File: config.mk
export PLATFORM = sky130hd
export DESIGN_NAME = bit_serializer_flat
export DESIGN_NICKNAME = d
export VERILOG_FILES = /design/src/rtl/bit_serializer_if.sv /design/src/rtl/bit_serializer.sv /design/src/flat_wrapper.sv
export SDC_FILE = /design/constraint.sdc
export NUM_CORES = 1
export LEC_CHECK = 0
export BUFFER_PORTS_ARGS = -buffer_cell sky130_fd_sc_hd__clkbuf_2
export CORE_AREA = 2 2 66 68
export DETAILED_ROUTE_END_ITERATION = 10
export DIE_AREA = 0 0 68 70
export GPL_ROUTABILITY_DRIVEN = 0
export PLACE_DENSITY = 0.75
export SETUP_SLACK_MARGIN = 0.2
export SLEW_MARGIN = 20
export SYNTH_ARGS = -nofsm -noshare
export SYNTH_HDL_FRONTEND = slang
export SYNTH_SLANG_ARGS = --single-unit
export TNS_END_PERCENT = 30
File: constraint.sdc
create_clock -name clk -period 3.95 [get_ports clk]
set_clock_uncertainty 0.1 [all_clocks]
set_input_delay 0.5925 -clock clk [delete_from_list [all_inputs] [get_ports clk]]
set_output_delay 0.5925 -clock clk [all_outputs]
set_load 0.02 [all_outputs]
File: src/rtl/bit_serializer_if.sv
// Word-in / bit-out handshake bundle for bit_serializer.
// The master drives words and pause; the slave (serializer) returns ready and the serial stream.
interface bit_serializer_if #(
    parameter int WIDTH = 8
);
    logic [WIDTH-1:0] in_data;
    logic             in_valid;
    logic             in_ready;
    logic             pause;
    logic             out_bit;
    logic             out_valid;
    logic             out_first;
    logic             out_last;

    modport master (
        output in_data, in_valid, pause,
        input  in_ready, out_bit, out_valid, out_first, out_last
    );

    modport slave (
        input  in_data, in_valid, pause,
        output in_ready, out_bit, out_valid, out_first, out_last
    );
endinterface

File: src/rtl/bit_serializer.sv
// Parallel-to-serial front end: WIDTH-bit words in over valid/ready, one bit per clock out.
// A one-word holding buffer lets back-to-back words stream with no idle gap.
module bit_serializer #(
    parameter int WIDTH     = 8,
    parameter int MSB_FIRST = 1,
    parameter bit IDLE_BIT  = 1'b0,
    parameter int CNT_W     = 16
) (
    input  logic             clk,
    input  logic             rst,
    bit_serializer_if.slave  bus,
    output logic             busy,
    output logic [CNT_W-1:0] words_sent
);
    localparam int CW = (WIDTH > 1) ? $clog2(WIDTH) : 1;
    localparam logic [CW-1:0] LAST_IDX = CW'(WIDTH - 1);

    typedef enum logic {
        IDLE  = 1'b0,
        SHIFT = 1'b1
    } state_t;

    state_t           state_reg;
    logic [WIDTH-1:0] sh_reg;
    logic [WIDTH-1:0] bf_reg;
    logic             bf_v_reg;
    logic [CW-1:0]    cnt_reg;
    logic [CNT_W-1:0] words_sent_reg;

    logic [WIDTH-1:0] sh_next;
    logic             head_bit;
    logic             act;
    logic             adv;
    logic             acc;
    logic             last_bit;
    logic             need;

    // Shift toward the output end; a zero enters at the far end.
    genvar gi;
    generate
        for (gi = 0; gi < WIDTH; gi++) begin : g_shift
            if (MSB_FIRST != 0) begin : g_msb
                if (gi == 0) begin : g_edge
                    assign sh_next[gi] = 1'b0;
                end else begin : g_mid
                    assign sh_next[gi] = sh_reg[gi-1];
                end
            end else begin : g_lsb
                if (gi == WIDTH - 1) begin : g_edge
                    assign sh_next[gi] = 1'b0;
                end else begin : g_mid
                    assign sh_next[gi] = sh_reg[gi+1];
                end
            end
        end
        if (MSB_FIRST != 0) begin : g_head_msb
            assign head_bit = sh_reg[WIDTH-1];
        end else begin : g_head_lsb
            assign head_bit = sh_reg[0];
        end
    endgenerate

    assign act      = (state_reg == SHIFT);
    assign adv      = act & ~bus.pause;
    assign acc      = bus.in_valid & ~bf_v_reg;
    assign last_bit = adv & (cnt_reg == LAST_IDX);
    // Shifter becomes free after this edge, so the next word can load directly.
    assign need     = ~act | last_bit;

    assign bus.in_ready  = ~bf_v_reg;
    assign bus.out_valid = adv;
    assign bus.out_bit   = adv ? head_bit : IDLE_BIT;
    assign bus.out_first = adv & (cnt_reg == '0);
    assign bus.out_last  = last_bit;
    assign busy          = act | bf_v_reg;
    assign words_sent    = words_sent_reg;

    always_ff @(posedge clk or negedge rst) begin
        if (!rst) begin
            state_reg      <= IDLE;
            sh_reg         <= '0;
            bf_reg         <= '0;
            bf_v_reg       <= 1'b0;
            cnt_reg        <= '0;
            words_sent_reg <= '0;
        end else begin
            if (adv && (cnt_reg != LAST_IDX)) begin
                sh_reg  <= sh_next;
                cnt_reg <= cnt_reg + 1'b1;
            end

            if (need) begin
                if (bf_v_reg) begin
                    sh_reg    <= bf_reg;
                    cnt_reg   <= '0;
                    state_reg <= SHIFT;
                    bf_v_reg  <= 1'b0;
                end else if (acc) begin
                    sh_reg    <= bus.in_data;
                    cnt_reg   <= '0;
                    state_reg <= SHIFT;
                end else begin
                    state_reg <= IDLE;
                end
            end

            if (acc && !need) begin
                bf_reg   <= bus.in_data;
                bf_v_reg <= 1'b1;
            end

            if (last_bit) begin
                words_sent_reg <= words_sent_reg + 1'b1;
            end
        end
    end
endmodule

File: src/flat_wrapper.sv
// flat-port wrapper written by rule: the top's interface ports become plain ports
module bit_serializer_flat 
#(
    parameter int WIDTH     = 8,
    parameter int MSB_FIRST = 1,
    parameter bit IDLE_BIT  = 1'b0,
    parameter int CNT_W     = 16
)
  (clk, rst, busy, words_sent, bus_in_data, bus_in_valid, bus_pause, bus_in_ready, bus_out_bit, bus_out_valid, bus_out_first, bus_out_last);
  bit_serializer_if #(.WIDTH(WIDTH)) bus_i ();
  input  logic clk;
  input  logic rst;
  output logic busy;
  output logic [CNT_W-1:0] words_sent;
  input wire logic [$bits(bus_i.in_data)-1:0] bus_in_data;
  input wire logic [$bits(bus_i.in_valid)-1:0] bus_in_valid;
  input wire logic [$bits(bus_i.pause)-1:0] bus_pause;
  output wire logic [$bits(bus_i.in_ready)-1:0] bus_in_ready;
  output wire logic [$bits(bus_i.out_bit)-1:0] bus_out_bit;
  output wire logic [$bits(bus_i.out_valid)-1:0] bus_out_valid;
  output wire logic [$bits(bus_i.out_first)-1:0] bus_out_first;
  output wire logic [$bits(bus_i.out_last)-1:0] bus_out_last;
  assign bus_i.in_data = bus_in_data;
  assign bus_i.in_valid = bus_in_valid;
  assign bus_i.pause = bus_pause;
  assign bus_in_ready = bus_i.in_ready;
  assign bus_out_bit = bus_i.out_bit;
  assign bus_out_valid = bus_i.out_valid;
  assign bus_out_first = bus_i.out_first;
  assign bus_out_last = bus_i.out_last;
  bit_serializer #(.WIDTH(WIDTH), .MSB_FIRST(MSB_FIRST), .IDLE_BIT(IDLE_BIT), .CNT_W(CNT_W)) u_core (.clk(clk), .rst(rst), .bus(bus_i), .busy(busy), .words_sent(words_sent));
endmodule
==> flow_metrics.env, run 1 <==
export IMPL_outcome="finished clean"
export IMPL_rsz_0062_raised_after_global_routing="no"
export IMPL_postPlaceCellArea_sq_um=1990
export IMPL_dp_hpwl_mm=2.43
export IMPL_main_combinational_cell_family_by_area_after_synthesis="simple AND/OR/NAND/NOR gates"
export IMPL_mappedNetlistArea_sq_um=1790
export IMPL_multi_input_comb_area_sq_um=805
export IMPL_synth_async_reset_ratio=1.00
export IMPL_grt_start_max_net_pins=38
export IMPL_timing_fmax_mhz=444
export IMPL_clock_tree_buffer_depth=2
export IMPL_power_net_switching_uw=330
export IMPL_post_route_cell_area_sq_um=2090
export IMPL_worst_setup_hold_path_clk_slew_ns=0.07
export IMPL_synth_most_common_cell="sky130_fd_sc_hd__dfrtp_1"
export IMPL_leakagePower_nw=0.996
export IMPL_ys_top_cells_by_area="sky130_fd_sc_hd__dfrtp_1 52%, sky130_fd_sc_hd__xnor2_1 6.9%, sky130_fd_sc_hd__mux2_2 6.3%"
export IMPL_routed_via_density=5.43
export IMPL_final_setup_tns_ns=0
export IMPL_setup_worst_path_class="reg2out"
export IMPL_yosys_mux_area_fraction=0.102
export IMPL_drv_cap=0
export IMPL_worst_path_most_repeated_cell="sky130_fd_sc_hd__ha_1"
export IMPL_sequential_group_share_of_total_power=0.489
export IMPL_cts_hold_repair_buffers=0
export IMPL_ff_latch_area_sq_um=926
export IMPL_maxSlewViolCount=0
export IMPL_cts_root_buffer_cell="sky130_fd_sc_hd__clkbuf_8"
export IMPL_fillerInstances=383
export IMPL_antenna_diode_count=0
export IMPL_worstSetupStartpointType="flip-flop"
export IMPL_worstHoldPathType="in2async"
export IMPL_synth_area_per_cell_sq_um=11.6
export IMPL_synth_fa_ha_area_frac=0.0280
export IMPL_cts_buffers_inserted=5
export IMPL_core_area_sq_um=4140
export IMPL_dpl_cell_count=234
export IMPL_grt_first_pass_wirelength_mm=5.63
export IMPL_antenna_found_initial=0
export IMPL_final_cell_count_no_fill=242
export IMPL_clock_sinks=37
export IMPL_cts_tree="done"
export IMPL_port_buffer_count=33
export IMPL_total_power_divided_by_cell_area_nw_per_um2=532
export IMPL_finalHoldViolCount=0
export IMPL_synth_net_count=170
export IMPL_postCtsSetupRepairBufs=0
export IMPL_cts_htree_levels=2
export IMPL_synthDistinctLibCells=35
export IMPL_placementRows=24
export IMPL_flip_flop_count_of_the_largest_register_all_copies_and_words_added=16
export IMPL_post_route_cells_drive_above_1_share=0.284
export IMPL_number_of_drc_markers_after_the_initial_detailed_route_iteration=88
export IMPL_cp_slowest_cell="sky130_fd_sc_hd__dfrtp_1"
export IMPL_synth_top_area_share=0.519
export IMPL_ys_ff_latch=37
export IMPL_post_synth_xor_area_fraction=0.0736
export IMPL_wire_per_inst_microns=14.0
export IMPL_rrSetupSlack_ns=1.81
export IMPL_timing_final_crit_share=0.570
export IMPL_timing_critical_path_fanout_max=8
export IMPL_power_switching_fraction=0.298
export IMPL_post_layout_net_count=205
export IMPL_count_of_flip_flops_with_a_built_in_enable_after_synthesis=0
export IMPL_ys_top_cells_by_count="37 x sky130_fd_sc_hd__dfrtp_1, 14 x sky130_fd_sc_hd__xnor2_1, 10 x sky130_fd_sc_hd__mux2_2, 9 x sky130_fd_sc_hd__nand3_1"
export IMPL_power_frac_clock=0.259
export IMPL_worstMarginPinSlew_ns=0.907
export IMPL_reg2reg_start="u_core.cnt_reg[1]"
export IMPL_worst_slew_margin_rel=0.395
export IMPL_yosysWarnings=0
export IMPL_count_of_antenna_violating_nets_left_after_detailed_routing=0
export IMPL_grt_remaining_overflow=0
export IMPL_worstSkewPairLatency_ns=0.29
export IMPL_post_route_drc_count=0
export IMPL_grtUsageTotal=0.157
export IMPL_synth_compound_gate_area_share=0.103
export IMPL_design_die_area_sq_um=4760
export IMPL_power_report_internal_total_uw=780
export IMPL_reg2reg_depth=6
export IMPL_die_width_microns=68
export IMPL_finalWorstPathRequiredPeriod_ns=2.25
export IMPL_effective_utilization_at_floorplan=0.431
export IMPL_i_o_pin_cnt=34
export IMPL_critical_path_endpoint_type="primary output"
export IMPL_synthCells=154
export IMPL_post_cts_resize_count=0
export IMPL_power_ir_vdd_worst_mv=0.272
export IMPL_p_comb_frac=0.252
export IMPL_synth_simple_gate_area_share=0.144
export IMPL_totalWireLength_mm=3.40
export IMPL_die_height_microns=70
export IMPL_vias_post_dr=1314
export IMPL_crit_path_max_incr_delay_ns=0.40
export IMPL_crit_path_arrival_time_ns=1.56
export IMPL_grt_pass1_vias=1217
export IMPL_biggest_area_consumer_among_synthesized_cells="sky130_fd_sc_hd__dfrtp_1"
export IMPL_r2r_end="u_core.bf_reg[4]"
export IMPL_synth_yosys_seq_area_share=0.519
export IMPL_critPathRequiredTime_ns=3.26
export IMPL_area_growth_synth_to_final_pct=17.0
export IMPL_setup_viols_final=0
export IMPL_drt_pass1_iter_count=4
export IMPL_timing_critical_path_cells="ha_1 -> ha_1 -> nand2_1 -> inv_1 -> clkbuf_2"
export IMPL_synth_ff_type="sky130_fd_sc_hd__dfrtp_1"
[per-stage QoR]
stage / setup WS [ns] / hold WS, ns / util / power (mW)
after floorplan: 1.85 / 0.197 / - / 0.750
after global placement: 1.80 / 0.361 / 0.479 / 0.820
after detailed placement: 1.76 / 0.373 / 0.479 / 0.837
after CTS: 1.70 / 0.357 / 0.504 / 1.12
after global routing: 1.58 / 0.397 / 0.504 / 1.19
final: 1.70 / 0.324 / 0.504 / 1.11
[how the worst max path moves through the flow]
stage	startpoint	to	cells past startpoint
CTS	u_core.cnt_reg[1]	bus_out_last	5
finish	u_core.cnt_reg[1]	bus_out_last	5
floorplan	bus_pause	bus_out_first	3
global route	u_core.cnt_reg[1]	bus_out_last	5
detailed placement	bus_pause	bus_out_last	5
global placement	bus_pause	bus_out_last	5
[cell type report]
type / instances / share of cell area
Timing Repair Buffer: 34 / 0.0827
Clock buffer: 7 / 0.0461
Sequential cell: 37 / 0.443
Clock inverter: 1 / 0.00240
Inverter: 5 / 0.00899
Multi-Input combinational cell: 106 / 0.385
Tap cell: 52 / 0.0312
[power by group through the flow]
| stage | sequential, mW | combinational (mW) | clock [mW] |
|---|---|---|---|
| 3_3_place_gp | 0.546 | 0.273 | 0 |
| 2_1_floorplan | 0.542 | 0.208 | 0 |
| 6_report | 0.543 | 0.280 | 0.287 |
| 3_5_place_dp | 0.552 | 0.285 | 0 |
| 5_1_grt | 0.556 | 0.320 | 0.312 |
| 4_1_cts | 0.544 | 0.286 | 0.292 |
[cells in the final DEF (no fill, tap or decap), types with 2 or more instances in the layout]
| master | n |
|---|---|
| sky130_fd_sc_hd__dfrtp_1 | 37 |
| sky130_fd_sc_hd__clkbuf_2 | 33 |
| sky130_fd_sc_hd__xnor2_1 | 14 |
| sky130_fd_sc_hd__mux2_2 | 10 |
| sky130_fd_sc_hd__nand3_1 | 9 |
| sky130_fd_sc_hd__nand2_1 | 7 |
| sky130_fd_sc_hd__mux2i_1 | 7 |
| sky130_fd_sc_hd__o21ai_0 | 7 |
| sky130_fd_sc_hd__or3_1 | 7 |
| sky130_fd_sc_hd__o311a_1 | 7 |
| sky130_fd_sc_hd__clkbuf_8 | 7 |
| sky130_fd_sc_hd__inv_1 | 5 |
| sky130_fd_sc_hd__nor2_1 | 5 |
| sky130_fd_sc_hd__a22o_1 | 5 |
| sky130_fd_sc_hd__nand4_1 | 4 |
| sky130_fd_sc_hd__ha_1 | 4 |
| sky130_fd_sc_hd__and3_1 | 3 |
| sky130_fd_sc_hd__and2b_1 | 2 |
[cell families after synthesis]
kind of cell	count (synthesis)
buf+inv	11
simple gates	46
fa+ha+maj	4
mux	17
xor+xnor	15
flops	37
compound gates	24
[per-layer routing]
metal,GRT usage,vias to the layer above,wire length (microns)
met3,0.0564,5,198
met1,0.201,647,1560
li1,-,629,-
met4,0.0467,0,46
met2,0.246,33,1590
met5,0,-,0
[worst max-delay path, delay by kind of cell (launching register included)]
kind / cells / cell delay (ns)
flops: 1 / 0.40
buf+inv: 2 / 0.24
simple gates: 1 / 0.17
fa+ha+maj: 2 / 0.47
(Power assumes the default switching activity.)
==> run 2, diff against run 1 <==
- ABC_AREA: unset -> 1
- CORE_AREA: 2 2 66 68 -> 2 2 70 72
- DIE_AREA: 0 0 68 70 -> 0 0 72 74
- PLACE_DENSITY: 0.75 -> 0.74
- clock period: 3.95 -> 2.3 ns (I/O delays scaled with it)
==> run 2 against run 1 <==
  * The run now ends with negative hold slack left
  * Sequential share of layout area fell by 5.2 points
  * First-iteration DRC count grew 18%
  * Setup slack got worse by 1.4 ns
  * Count of clock-buffer cells in the layout decreased by 1
  * Critical endpoint is now u_core.sh_reg[6]
  * Largest power group unchanged
==> flow_metrics.env, run 2 <==
export IMPL_area_growth_synth_to_final_pct=17.5
export IMPL_ys_top_cells_by_area="sky130_fd_sc_hd__dfrtp_1 46%, sky130_fd_sc_hd__nand2_1 21%, sky130_fd_sc_hd__o21ai_0 6.2%"
export IMPL_synth_ff_type="sky130_fd_sc_hd__dfrtp_1"
export IMPL_grt_remaining_overflow=0
export IMPL_critPathRequiredTime_ns=2.36
export IMPL_synth_async_reset_ratio=1.00
export IMPL_worstSetupStartpointType="flip-flop"
export IMPL_power_ir_vdd_worst_mv=0.485
export IMPL_ys_top_cells_by_count="112 x sky130_fd_sc_hd__nand2_1, 37 x sky130_fd_sc_hd__dfrtp_1, 29 x sky130_fd_sc_hd__inv_1, 25 x sky130_fd_sc_hd__o21ai_0, 23 x sky130_fd_sc_hd__nor2_1"
export IMPL_worstHoldPathType="in2async"
export IMPL_clock_tree_buffer_depth=2
export IMPL_synth_area_per_cell_sq_um=7.48
export IMPL_biggest_area_consumer_among_synthesized_cells="sky130_fd_sc_hd__dfrtp_1"
export IMPL_setup_worst_path_class="reg2reg"
export IMPL_critical_path_endpoint_type="flip-flop"
export IMPL_cts_htree_levels=2
export IMPL_flip_flop_count_of_the_largest_register_all_copies_and_words_added=16
export IMPL_synth_most_common_cell="sky130_fd_sc_hd__nand2_1"
export IMPL_rrSetupSlack_ns=0.31
export IMPL_post_route_cells_drive_above_1_share=0.178
export IMPL_setup_viols_final=0
export IMPL_synth_yosys_seq_area_share=0.460
export IMPL_clock_sinks=37
export IMPL_count_of_antenna_violating_nets_left_after_detailed_routing=0
export IMPL_timing_final_crit_share=0.864
export IMPL_worst_slack_ns=0.313
export IMPL_count_of_flip_flops_with_a_built_in_enable_after_synthesis=0
export IMPL_synth_net_count=285
export IMPL_layout_commonest_cell="sky130_fd_sc_hd__nand2_1"
export IMPL_finalHoldViolCount=5
export IMPL_worst_slew_margin_rel=0.687
export IMPL_worst_setup_hold_path_clk_slew_ns=0.07
export IMPL_total_power_divided_by_cell_area_nw_per_um2=933
export IMPL_die_height_microns=74
export IMPL_synthCells=269
export IMPL_final_hold_worst_slack_ns=-0.000472
export IMPL_worstMarginPinSlew_ns=0.470
export IMPL_dp_hpwl_mm=3.01
export IMPL_port_buffer_count=33
export IMPL_i_o_pin_cnt=34
export IMPL_worstSkewPairLatency_ns=0.29
export IMPL_post_layout_net_count=324
export IMPL_failed_checks="negative hold slack"
export IMPL_crit_path_arrival_time_ns=2.05
export IMPL_effective_utilization_at_floorplan=0.438
export IMPL_yosysWarnings=0
export IMPL_synth_top_area_share=0.460
export IMPL_grtUsageTotal=0.172
export IMPL_final_cell_mix="112 x sky130_fd_sc_hd__nand2_1, 37 x sky130_fd_sc_hd__dfrtp_1, 33 x sky130_fd_sc_hd__clkbuf_2"
export IMPL_timing_fmax_mhz=503
export IMPL_design_die_area_sq_um=5330
export IMPL_outcome="complete, but fails checks"
export IMPL_grt_start_max_net_pins=38
export IMPL_post_route_cell_area_sq_um=2360
export IMPL_leakagePower_nw=1.28
export IMPL_dpl_cell_count=353
export IMPL_drv_cap=0
export IMPL_totalWireLength_mm=4.01
export IMPL_mappedNetlistArea_sq_um=2010
export IMPL_antenna_diode_count=0
export IMPL_maxSlewViolCount=0
export IMPL_timing_critical_path_fanout_max=10
export IMPL_routed_via_density=4.82
export IMPL_dp_worst_setup_slack_ns=0.366
export IMPL_final_setup_tns_ns=0
export IMPL_cts_tree="done"
export IMPL_placementRows=25
export IMPL_synthDistinctLibCells=22
export IMPL_ys_ff_latch=37
export IMPL_vias_post_dr=1750
export IMPL_antenna_found_initial=0
export IMPL_postPlaceCellArea_sq_um=2220
export IMPL_rsz_0062_raised_after_global_routing="yes"
export IMPL_drt_pass1_iter_count=4
export IMPL_grt_pass1_vias=1683
export IMPL_finalWorstPathRequiredPeriod_ns=1.99
export IMPL_number_of_drc_markers_after_the_initial_detailed_route_iteration=104
export IMPL_cts_buffers_inserted=5
export IMPL_final_cell_count_no_fill=363
export IMPL_post_route_drc_count=0
export IMPL_fillerInstances=438
export IMPL_grt_first_pass_wirelength_mm=7.14
export IMPL_wire_per_inst_microns=11.0
export IMPL_cts_root_buffer_cell="sky130_fd_sc_hd__clkbuf_8"
export IMPL_core_area_sq_um=4600
export IMPL_die_width_microns=72
run 2: cell count changes in the layout (fill, tap and decap cells not counted), sizes merged, moves of 3 or more:
cell	change
mux2	-10
or3	-7
xor2	+4
a22o	-5
buf	+3
inv	+25
xnor2	-10
and3	-3
nand2	+106
o311a	-7
o21ai	+17
nand3	+3
mux2i	-7
nor2	+22
run 2: worst paths after layout:
check / depth (start not counted) / end / start
max: 9 / u_core.sh_reg[6] / u_core.cnt_reg[0]
min: 2 / u_core.words_sent[7] / rst
max reg2reg: 9 / u_core.sh_reg[6] / u_core.cnt_reg[0]
min reg2reg: 2 / u_core.bf_reg[1] / u_core.bf_reg[1]
max in group asynchronous: 2 / u_core.cnt_reg[0] / rst
min in group clk: 3 / u_core.bf_reg[1] / bus_in_data[1]
run 2: timing repair:
action	4_1_cts	5_1_grt
setup endpoints to repair	1	13
hold buffers	0	0
gates resized for setup	0	2
hold endpoints to repair	0	0
buffers inserted	2	0
pin swaps	1	0
run 2: report_power, final:
group / total [mW] / internal (mW) / switching (mW)
Sequential: 0.984 / 0.836 / 0.148
Combinational: 0.640 / 0.245 / 0.395
Clock: 0.583 / 0.352 / 0.231
run 2: logic make-up (layout without fill, tap and decap cells):
logic type / after synthesis / count (layout) / synth area share
AND/OR/NAND/NOR: 158 / 158 / 0.331
flip-flops: 37 / 37 / 0.460
buffers and inverters: 36 / 76 / 0.0783
AO/OA/AOI/OAI: 25 / 25 / 0.0622
XOR/XNOR: 9 / 9 / 0.0429
adder cells (fa/ha/maj): 4 / 4 / 0.0249
run 2: cell type report:
| cell class | instances | area, sq um | area share |
|---|---|---|---|
| timing repair buffer | 37 | 195 | 0.0825 |
| sequential | 37 | 926 | 0.392 |
| multi-input combinational | 196 | 936 | 0.396 |
| inverter | 31 | 120 | 0.0508 |
| clock buffer | 6 | 82.6 | 0.0349 |
| tap | 54 | 67.6 | 0.0286 |
| clock inverter | 2 | 37.5 | 0.0159 |
run 2: critical path, stage by stage (launching register included):
cell                         delay (ns)
sky130_fd_sc_hd__dfrtp_1           0.41
sky130_fd_sc_hd__ha_1              0.21
sky130_fd_sc_hd__ha_1              0.20
sky130_fd_sc_hd__inv_2             0.16
sky130_fd_sc_hd__nor2_4            0.06
sky130_fd_sc_hd__buf_4             0.16
sky130_fd_sc_hd__nor2_4            0.15
sky130_fd_sc_hd__clkinvlp_4        0.21
sky130_fd_sc_hd__nand2_1           0.12
sky130_fd_sc_hd__o21ai_0           0.08
run 2: through the flow:
stage	util	total power [mW]
after floorplan	-	1.45
after global placement	0.482	1.61
after detailed placement	0.482	1.63
after CTS	0.512	2.24
after global routing	0.514	2.40
final	0.514	2.21
run 2: per-layer routing:
| metal | vias to the layer above | routed length [microns] | global-route usage |
|---|---|---|---|
| li1 | 905 | - | - |
| met1 | 803 | 1750 | 0.196 |
| met2 | 40 | 2070 | 0.312 |
| met3 | 2 | 183 | 0.0461 |
| met4 | 0 | 8 | 0.0650 |
| met5 | - | 0 | 0 |
